`src/rtl/block_xfer_seq_if.sv`:
```
// Handshake/bus bundle between the block-transfer sequencer, the main FSM,
// the register file and memory.
interface block_xfer_seq_if;
  logic        start;
  logic        is_load;
  logic        up;
  logic [15:0] reg_list;
  logic [31:0] base_addr;
  logic        busy;
  logic        done;
  logic [31:0] new_base;
  logic [3:0]  rf_read_reg;
  logic [31:0] rf_read_data;
  logic        rf_write;
  logic [3:0]  rf_write_reg;
  logic [31:0] rf_write_data;
  logic        mem_req;
  logic        mem_we;
  logic [31:0] mem_addr;
  logic [31:0] mem_wdata;
  logic        mem_ready;
  logic [31:0] mem_rdata;

  // master is the sequencer itself; slave is the FSM/regfile/memory side.
  modport master (
    input  start, is_load, up, reg_list, base_addr,
    input  rf_read_data, mem_ready, mem_rdata,
    output busy, done, new_base,
    output rf_read_reg, rf_write, rf_write_reg, rf_write_data,
    output mem_req, mem_we, mem_addr, mem_wdata
  );

  modport slave (
    output start, is_load, up, reg_list, base_addr,
    output rf_read_data, mem_ready, mem_rdata,
    input  busy, done, new_base,
    input  rf_read_reg, rf_write, rf_write_reg, rf_write_data,
    input  mem_req, mem_we, mem_addr, mem_wdata
  );
endinterface

```
`src/rtl/block_xfer_seq.sv`:
```
// LDM/STM sequencer: walks a 16-bit register list one memory beat per register,
// driving the register file ports and producing the written-back base address.
module block_xfer_seq #(
  parameter int WORD_BYTES = 4
) (
  input logic             clk,
  input logic             rst,
  block_xfer_seq_if.master bus
);

  typedef enum logic [1:0] {IDLE, XFER, DONE} state_t;

  state_t      stateReg;
  logic        busyReg;
  logic        doneReg;
  logic        memReqReg;
  logic        memWeReg;
  logic        isLoadReg;
  logic [31:0] memAddrReg;
  logic [31:0] newBaseReg;
  logic [15:0] pendingReg;

  logic [4:0]  listCnt;
  logic [31:0] span;
  logic [3:0]  curReg;
  logic [15:0] pendingNext;
  logic        beatDone;

  always_comb begin
    listCnt = '0;
    for (int i = 0; i < 16; i++) begin
      listCnt = listCnt + 5'(bus.reg_list[i]);
    end
  end

  assign span = 32'(WORD_BYTES) * 32'(listCnt);

  // Lowest pending register goes first, so registers map to ascending addresses.
  always_comb begin
    curReg = '0;
    for (int i = 15; i >= 0; i--) begin
      if (pendingReg[i]) curReg = 4'(i);
    end
  end

  assign pendingNext = pendingReg & ~(16'd1 << curReg);
  assign beatDone    = memReqReg & bus.mem_ready;

  always_ff @(posedge clk or negedge rst) begin
    if (!rst) begin
      stateReg   <= IDLE;
      busyReg    <= 1'b0;
      doneReg    <= 1'b0;
      memReqReg  <= 1'b0;
      memWeReg   <= 1'b0;
      isLoadReg  <= 1'b0;
      memAddrReg <= '0;
      newBaseReg <= '0;
      pendingReg <= '0;
    end else begin
      unique case (stateReg)
        IDLE: begin
          if (bus.start) begin
            busyReg    <= 1'b1;
            // span is zero for an empty list, so new_base degenerates to base.
            newBaseReg <= bus.up ? bus.base_addr + span : bus.base_addr - span;
            if (bus.reg_list != 16'd0) begin
              stateReg   <= XFER;
              memReqReg  <= 1'b1;
              memWeReg   <= ~bus.is_load;
              isLoadReg  <= bus.is_load;
              pendingReg <= bus.reg_list;
              memAddrReg <= bus.up ? bus.base_addr : bus.base_addr - span;
            end else begin
              stateReg <= DONE;
              doneReg  <= 1'b1;
            end
          end
        end
        XFER: begin
          if (beatDone) begin
            pendingReg <= pendingNext;
            memAddrReg <= memAddrReg + 32'(WORD_BYTES);
            if (pendingNext == 16'd0) begin
              stateReg  <= DONE;
              memReqReg <= 1'b0;
              memWeReg  <= 1'b0;
              doneReg   <= 1'b1;
            end
          end
        end
        DONE: begin
          stateReg <= IDLE;
          doneReg  <= 1'b0;
          busyReg  <= 1'b0;
        end
        default: begin
          stateReg <= IDLE;
        end
      endcase
    end
  end

  assign bus.busy          = busyReg;
  assign bus.done          = doneReg;
  assign bus.new_base      = newBaseReg;
  assign bus.mem_req       = memReqReg;
  assign bus.mem_we        = memWeReg;
  assign bus.mem_addr      = memAddrReg;
  assign bus.mem_wdata     = bus.rf_read_data;
  assign bus.rf_read_reg   = curReg;
  // Load data goes straight into the register file in the beat's own cycle.
  assign bus.rf_write      = isLoadReg & beatDone;
  assign bus.rf_write_reg  = curReg;
  assign bus.rf_write_data = bus.mem_rdata;

endmodule

```
`src/flat_wrapper.sv`:
```
// flat-port wrapper written by rule: the top's interface ports become plain ports
module block_xfer_seq_flat 
#(
  parameter int WORD_BYTES = 4
)
  (clk, rst, bus_start, bus_is_load, bus_up, bus_reg_list, bus_base_addr, bus_rf_read_data, bus_mem_ready, bus_mem_rdata, bus_busy, bus_done, bus_new_base, bus_rf_read_reg, bus_rf_write, bus_rf_write_reg, bus_rf_write_data, bus_mem_req, bus_mem_we, bus_mem_addr, bus_mem_wdata);
  block_xfer_seq_if bus_i ();
  input logic clk;
  input logic rst;
  input wire logic [$bits(bus_i.start)-1:0] bus_start;
  input wire logic [$bits(bus_i.is_load)-1:0] bus_is_load;
  input wire logic [$bits(bus_i.up)-1:0] bus_up;
  input wire logic [$bits(bus_i.reg_list)-1:0] bus_reg_list;
  input wire logic [$bits(bus_i.base_addr)-1:0] bus_base_addr;
  input wire logic [$bits(bus_i.rf_read_data)-1:0] bus_rf_read_data;
  input wire logic [$bits(bus_i.mem_ready)-1:0] bus_mem_ready;
  input wire logic [$bits(bus_i.mem_rdata)-1:0] bus_mem_rdata;
  output wire logic [$bits(bus_i.busy)-1:0] bus_busy;
  output wire logic [$bits(bus_i.done)-1:0] bus_done;
  output wire logic [$bits(bus_i.new_base)-1:0] bus_new_base;
  output wire logic [$bits(bus_i.rf_read_reg)-1:0] bus_rf_read_reg;
  output wire logic [$bits(bus_i.rf_write)-1:0] bus_rf_write;
  output wire logic [$bits(bus_i.rf_write_reg)-1:0] bus_rf_write_reg;
  output wire logic [$bits(bus_i.rf_write_data)-1:0] bus_rf_write_data;
  output wire logic [$bits(bus_i.mem_req)-1:0] bus_mem_req;
  output wire logic [$bits(bus_i.mem_we)-1:0] bus_mem_we;
  output wire logic [$bits(bus_i.mem_addr)-1:0] bus_mem_addr;
  output wire logic [$bits(bus_i.mem_wdata)-1:0] bus_mem_wdata;
  assign bus_i.start = bus_start;
  assign bus_i.is_load = bus_is_load;
  assign bus_i.up = bus_up;
  assign bus_i.reg_list = bus_reg_list;
  assign bus_i.base_addr = bus_base_addr;
  assign bus_i.rf_read_data = bus_rf_read_data;
  assign bus_i.mem_ready = bus_mem_ready;
  assign bus_i.mem_rdata = bus_mem_rdata;
  assign bus_busy = bus_i.busy;
  assign bus_done = bus_i.done;
  assign bus_new_base = bus_i.new_base;
  assign bus_rf_read_reg = bus_i.rf_read_reg;
  assign bus_rf_write = bus_i.rf_write;
  assign bus_rf_write_reg = bus_i.rf_write_reg;
  assign bus_rf_write_data = bus_i.rf_write_data;
  assign bus_mem_req = bus_i.mem_req;
  assign bus_mem_we = bus_i.mem_we;
  assign bus_mem_addr = bus_i.mem_addr;
  assign bus_mem_wdata = bus_i.mem_wdata;
  block_xfer_seq #(.WORD_BYTES(WORD_BYTES)) u_core (.clk(clk), .rst(rst), .bus(bus_i));
endmodule
```
`config.mk`:
```
export PLATFORM = sky130hd
export DESIGN_NAME = block_xfer_seq_flat
export DESIGN_NICKNAME = d
export VERILOG_FILES = /design/src/rtl/block_xfer_seq_if.sv /design/src/rtl/block_xfer_seq.sv /design/src/flat_wrapper.sv
export SDC_FILE = /design/constraint.sdc
export NUM_CORES = 1
export LEC_CHECK = 0
export BUFFER_PORTS_ARGS = -buffer_cell sky130_fd_sc_hd__buf_4
export CAP_MARGIN = 20
export CORE_MARGIN = 3
export CORE_UTILIZATION = 40
export CTS_CLUSTER_DIAMETER = 30
export DETAILED_ROUTE_END_ITERATION = 8
export PLACE_DENSITY_LB_ADDON = 0.2
export SLEW_MARGIN = 15
export SYNTH_ARGS = -nofsm -noshare
export SYNTH_HDL_FRONTEND = slang
export SYNTH_SLANG_ARGS = --single-unit
```
`constraint.sdc`:
```
create_clock -name clk -period 3.6 [get_ports clk]
set_input_delay 0.72 -clock clk [delete_from_list [all_inputs] [get_ports clk]]
set_output_delay 0.72 -clock clk [all_outputs]
set_load 0.01 [all_outputs]
```
== Word level (Yosys, flattened, before mapping) ==
Index checks and enable logic that the tools add are counted.
W data, S select, Z words.
Storage, ports and cells
  register bits: 87
  bits in latches: 0
  bits in writable memories: 0
  ROM bits: 0
  input bits: 118
  word-level logic and storage cells: 99
  memories: 0
Operators by class
  $add $sub $neg: 18
  $mul: 0
  div/mod/pow operators: 0
  order comparisons: 0
  equal/unequal tests: 7
  shifts and indexed selects: 1
  muxes and demuxes: 46
  bitwise operators: 5
  reduce and logical (&&, ||, !) cells: 13
Operators by type and width (count)
  $mux W32: 5
  $add A5 B1 Y5: 14
  $mux W4: 16
  $pmux W32 S2: 1
  $mux W16: 3
  $add A32 B3 Y32 const B: 1
  $add A32 B7 Y32: 1
  $pmux W16 S2: 1
  $sub A32 B7 Y32: 1
  $and A16 B16 Y16: 1
  $logic_not A16 Y1: 1
  $not A16 Y16: 1
  $reduce_bool A16 Y1: 1
  $shl A1 B4 Y16 const A: 1
  $mux W1: 11
  $reduce_and A5 Y1: 2
  $mux W2: 4
  $ne A2 B1 Y1 const B: 3
  $pmux W1 S2: 3
  $reduce_and A3 Y1: 2
  $ne A2 B2 Y1 const B: 2
  $pmux W2 S2: 1
  $reduce_and A2 Y1: 2
  $reduce_and A4 Y1: 1
  9 further kinds: 11

== Logic depth before layout (Yosys ltp) ==
  depth in word-level cells: 23
  depth in mapped cells: 24
  gate-level depth less buffers: 24

== Worst setup path before layout ==
No wires, ideal clock.
  kind: input-to-reg
  start point: in bus_reg_list[0]
  end point: reg u_core.memAddrReg[31] (netlist: u_core.bus.mem_addr[31])
  setup time: 0.126 ns
  arrival: 6.180 ns
  required time: 3.474 ns
  slack: -2.706 ns
  stages on the path: 18
  path buffers: 0
  cells stage by stage: inv_1 -> ha_1 -> inv_1 -> fa_1 -> fa_1 -> fa_1 -> fa_1 -> fa_1 -> fa_1 -> nor2b_1 -> o21a_1 -> ha_1 -> nor3_1 -> a2111oi_1 -> nand3_1 -> nor4_1 -> xor2_1 -> a221o_1
On the way
  longest elaborated chain between the ends: 20
  elaborated cells between the ends (all ways): 23
Ends and longest elaborated chain
  from (decl): line flat_wrapper.sv:13  | input wire logic [$bits(bus_i.reg_list)-1:0] bus_reg_list;
  $add A1 B1 Y2: line block_xfer_seq.sv:32  | listCnt = listCnt + 5'(bus.reg_list[i]);
  $add A5 B1 Y5 (14 in a row): line block_xfer_seq.sv:32
  $sub A32 B7 Y32: line block_xfer_seq.sv:73  | memAddrReg <= bus.up ? bus.base_addr : bus.base_addr - span;
  $mux W32: line block_xfer_seq.sv:73
  $mux W32: line block_xfer_seq.sv:67  | if (bus.reg_list != 16'd0) begin
  $mux W32: line block_xfer_seq.sv:63  | if (bus.start) begin
  $pmux W32 S2: line block_xfer_seq.sv:61  | unique case (stateReg)
  to (signal assigned): line block_xfer_seq.sv:73
  to (signal assigned): line block_xfer_seq.sv:83  | memAddrReg <= memAddrReg + 32'(WORD_BYTES);
  to (decl): line block_xfer_seq.sv:19  | logic [31:0] memAddrReg;
Parallel ways exist; a longest one is shown, timed or not. The select of a mux whose other input is x is not followed.
A chain may end at the register's enable or synchronous reset.

== Worst setup path after layout ==
  start point: in bus_reg_list[1]
  end point: reg u_core.memAddrReg[20] (netlist: u_core.bus.mem_addr[20])
Same word-level chain as after synthesis.

==> metrics.txt <==
first-pass GRT wire length=around 36000 µm; die height=between 100 and 150 µm; core area=about 0.017 mm²; Total Power=0.00481 W; final period demand of the worst path=5.78 ns; slew of the pin with the lowest slew margin=0.863 ns; worst path arrival time=6.06 ns; violated checks=setup timing; Avg Vias per Cell=5.61; total power per unit cell area=~500 mW/mm²; DRC=0; number of library cell types mapped by synthesis=between 70 and 80; final worst hold slack=approximately 0.40 ns; Inserted Clock Buffers=9; vias in the first global route=between 6000 and 7000; buffer cell driving the clock tree root=sky130_fd_sc_hd__clkbuf_16; Main synth FF type=sky130_fd_sc_hd__dfrtp_1; most numerous cell in the Yosys netlist=sky130_fd_sc_hd__nand2_1; unrepaired setup endpoints after global routing=true; maximum level of the CTS H-tree=3; top cells by area in the synthesized netlist=sky130_fd_sc_hd__dfrtp_1 (31%), sky130_fd_sc_hd__buf_4 (7.2%), sky130_fd_sc_hd__o21ai_0 (5.4%); total number of nets in the final design=around 1200; count of final setup violators=60; f_max=roughly 0.17 GHz; layout-stage area growth over the synthesis result=35.4%; register share of total power=23.0%; share of Yosys cell area claimed by the top area cell type=a little under a third; total global routing track utilization=a little under a quarter; largest driver fanout on the critical path=3; number of pins exceeding their max-slew limit in the final report=0; Final Cycle Share=161%; clock tree from TritonCTS=yes; kind of path behind the tightest hold check=in -> async; overall die area=about 0.019 mm²; synth warn=0; number of top-level design ports=between 200 and 300; HPWL reported at the end of detailed placement=approximately 16000 µm; Detailed Route Iter0 Violations=528; cell type contributing the most total cell area after synthesis=sky130_fd_sc_hd__dfrtp_1; maximum ir drop on the vdd rail=630 µV; utilization after layout=a little under three fifths; normalized max-slew margin=42.5%; post-detailed-route count of antenna-violating nets=0; final number of hold-violating endpoints=0; clock share of power=21.3%; number of cell rows=48; post-synthesis area per instance=between 8 and 9 µm²; combinational fraction of design power=55.7%; Worst-path clk slew=roughly 0.07 ns; pin count of the biggest net entering global routing=48; number of nets produced by synthesis=approximately 1000; result of the run=complete, but fails checks; Critical-path top delay cell=sky130_fd_sc_hd__fa_1; Port Buffer Count=130; n_diodes=0; critical path's largest stage delay=0.50 ns; Skew-Pair Late Insertion Delay=about 0.35 ns; total congestion overflow=0; gp weighted congestion=between 0.9 and 1; TritonRoute pass-1 iters=4; top cells by count, synth=sky130_fd_sc_hd__nand2_1 (97), sky130_fd_sc_hd__dfrtp_1 (87), sky130_fd_sc_hd__o21ai_0 (77); number of maximum-capacitance violations=0; routed length per instance=around 19 µm; CP endpoint kind=register; routed via count=slightly below 7000; Worst Setup Start Kind=primary input; CTS max path bufs=2; setup slack after layout=-2.18 ns; DRT Wirelength=~23000 µm; net switching share of the total power=a little over a third; Mapped Area=~0.007 mm²; series of cell instances along the critical path=buf_12 > inv_8 > ha_4 > inv_2 > fa_1 > fa_1 > fa_1 > fa_1 > fa_2 > fa_2 > nor2b_1 > o21a_1 > inv_2 > ha_4 > or4_4 > or2_1 > or4_4 > nor3_4 > xor2_1 > o22ai_1 > a21oi_1; kind of critical path=in -> reg; Seq/Total Area, Yosys=between 30% and 40%; initial standard-cell utilization of the core=around 41%; fill cell count=between 1500 and 2000; fraction of final layout cells with drive strength greater than 1=between 30% and 40%; number of register bits inferred by synthesis=87; number of antenna violations at the first check in global routing=0; switching power total=~0.0017 W; leakage component of the power=about 4.2 nW; most frequent CP cell=sky130_fd_sc_hd__fa_1; worst-case clock skew=0.0128 ns; ys async rst share=100%; setup tns final=-107.85 ns; count of mapped cells out of synthesis=around 900; internal power=0.00306 W; chip width=between 100 and 150 µm; number of flops mapped to enable cells by yosys=0; required time of the worst setup path=between 3 and 4 ns; TritonCTS Sinks=87
[flip-flops by register name, summed over array words and instances, names as in the netlist]
name / count
u_core.bus.mem_addr: 32
u_core.bus.new_base: 32
u_core.pendingReg: 16
u_core.stateReg: 2
u_core.bus.busy: 1
u_core.bus.done: 1
u_core.bus.mem_req: 1
u_core.bus.mem_we: 1
u_core.isLoadReg: 1
[worst paths after layout]
path,start,to,cells after the start,slack [ns]
worst max-delay path,bus_reg_list[1],u_core.bus.mem_addr[20],21,-2.18
worst min-delay path,rst,u_core.bus.new_base[26],1,0.40
worst max register to register,u_core.pendingReg[8],u_core.bus.mem_we,9,0.45
worst min register to register,u_core.isLoadReg,u_core.isLoadReg,2,0.48
max in group asynchronous,rst,u_core.pendingReg[7],2,2.41
min in group clk,u_core.isLoadReg,u_core.isLoadReg,2,0.48
[kinds of logic after synthesis]
logic type / count (synthesis) / share of synthesized area (%)
muxes: 5 / 0.743
DFF: 87 / 30.8
AOI/OAI and AO/OA: 240 / 20.8
buffers and inverters: 160 / 12.3
xor gates and xnor gates: 56 / 6.93
and+or+nand+nor: 303 / 21.6
adders and majority gates: 32 / 6.90
[area by class of cell]
| type | instances | area, µm² | area share [%] |
|---|---|---|---|
| clock inverter | 5 | 82.6 | 0.862 |
| clock buffer | 9 | 225 | 2.35 |
| multi-input combinational | 636 | 4800 | 50.1 |
| inverter | 47 | 194 | 2.02 |
| sequential | 87 | 2180 | 22.7 |
| tap | 225 | 282 | 2.94 |
| timing repair buffer | 221 | 1820 | 19.0 |
[worst max-delay path: cells and delay by family]
family / cells / cell delay, ns
adders and majority gates: 8 / 3.01
and+or+nand+nor: 5 / 1.43
AOI/OAI and AO/OA: 3 / 0.49
buffers and inverters: 4 / 0.21
xor gates and xnor gates: 1 / 0.19
[routing by layer]
layer | up-vias | global-route usage [%] | share of wire (%)
met1 | 3327 | 31.2 | 44
met4 | 0 | 7.21 | 2.0
met5 | - | 0 | 0
li1 | 3306 | - | -
met2 | 235 | 36.5 | 48
met3 | 35 | 4.28 | 5.8
[power groups by stage]
stage	combinational [W]	sequential (W)	clock, W
after floorplan	0.00116	0.00114	0
after global placement	0.00187	0.00112	0
after detailed placement	0.00189	0.00112	0
after CTS	0.00241	0.00110	0.00105
after global routing	0.00291	0.00111	0.00109
final	0.00268	0.00111	0.00103
[placed cells by master, fill, tap and decap left out, types with 8 or more instances in the layout]
cell type / synthesis / routed
sky130_fd_sc_hd__a21oi_2: 0 / 11
sky130_fd_sc_hd__nor2_4: 0 / 8
sky130_fd_sc_hd__a31oi_1: 14 / 12
sky130_fd_sc_hd__nand3_1: 27 / 25
sky130_fd_sc_hd__buf_6: 2 / 21
sky130_fd_sc_hd__nand2_1: 97 / 87
sky130_fd_sc_hd__xnor2_2: 0 / 13
sky130_fd_sc_hd__buf_4: 68 / 193
sky130_fd_sc_hd__xor2_1: 37 / 34
sky130_fd_sc_hd__inv_1: 46 / 39
sky130_fd_sc_hd__or3_1: 8 / 8
sky130_fd_sc_hd__ha_1: 19 / 13
sky130_fd_sc_hd__fa_1: 12 / 8
sky130_fd_sc_hd__dfrtp_1: 87 / 87
sky130_fd_sc_hd__clkbuf_16: 0 / 10
sky130_fd_sc_hd__o21ai_1: 6 / 38
sky130_fd_sc_hd__nor3_1: 15 / 8
sky130_fd_sc_hd__nor2_1: 66 / 57
sky130_fd_sc_hd__nand4_1: 12 / 12
sky130_fd_sc_hd__o22ai_1: 13 / 13
sky130_fd_sc_hd__o21ai_0: 77 / 38
sky130_fd_sc_hd__a21oi_1: 66 / 52
sky130_fd_sc_hd__and3_1: 13 / 12
[per-stage QoR]
stage	area [µm²]	worst slack, ns	cells
after floorplan	7350	-2.28	883
after global placement	8470	-2.55	1196
after detailed placement	8470	-2.60	1196
after CTS	9340	-2.07	1225
after global routing	9580	-2.30	1230
final	9580	-2.18	1230
[timing repair]
| item | CTS | global route |
|---|---|---|
| hold buffers | 0 | 0 |
| buffers inserted | 17 | 7 |
| cloned | 0 | 1 |
| pin swaps | 59 | 28 |
| endpoints found under the setup margin | 60 | 60 |
| gates resized for setup | 104 | 43 |
Note: power is estimated with default switching activity, not from simulation.
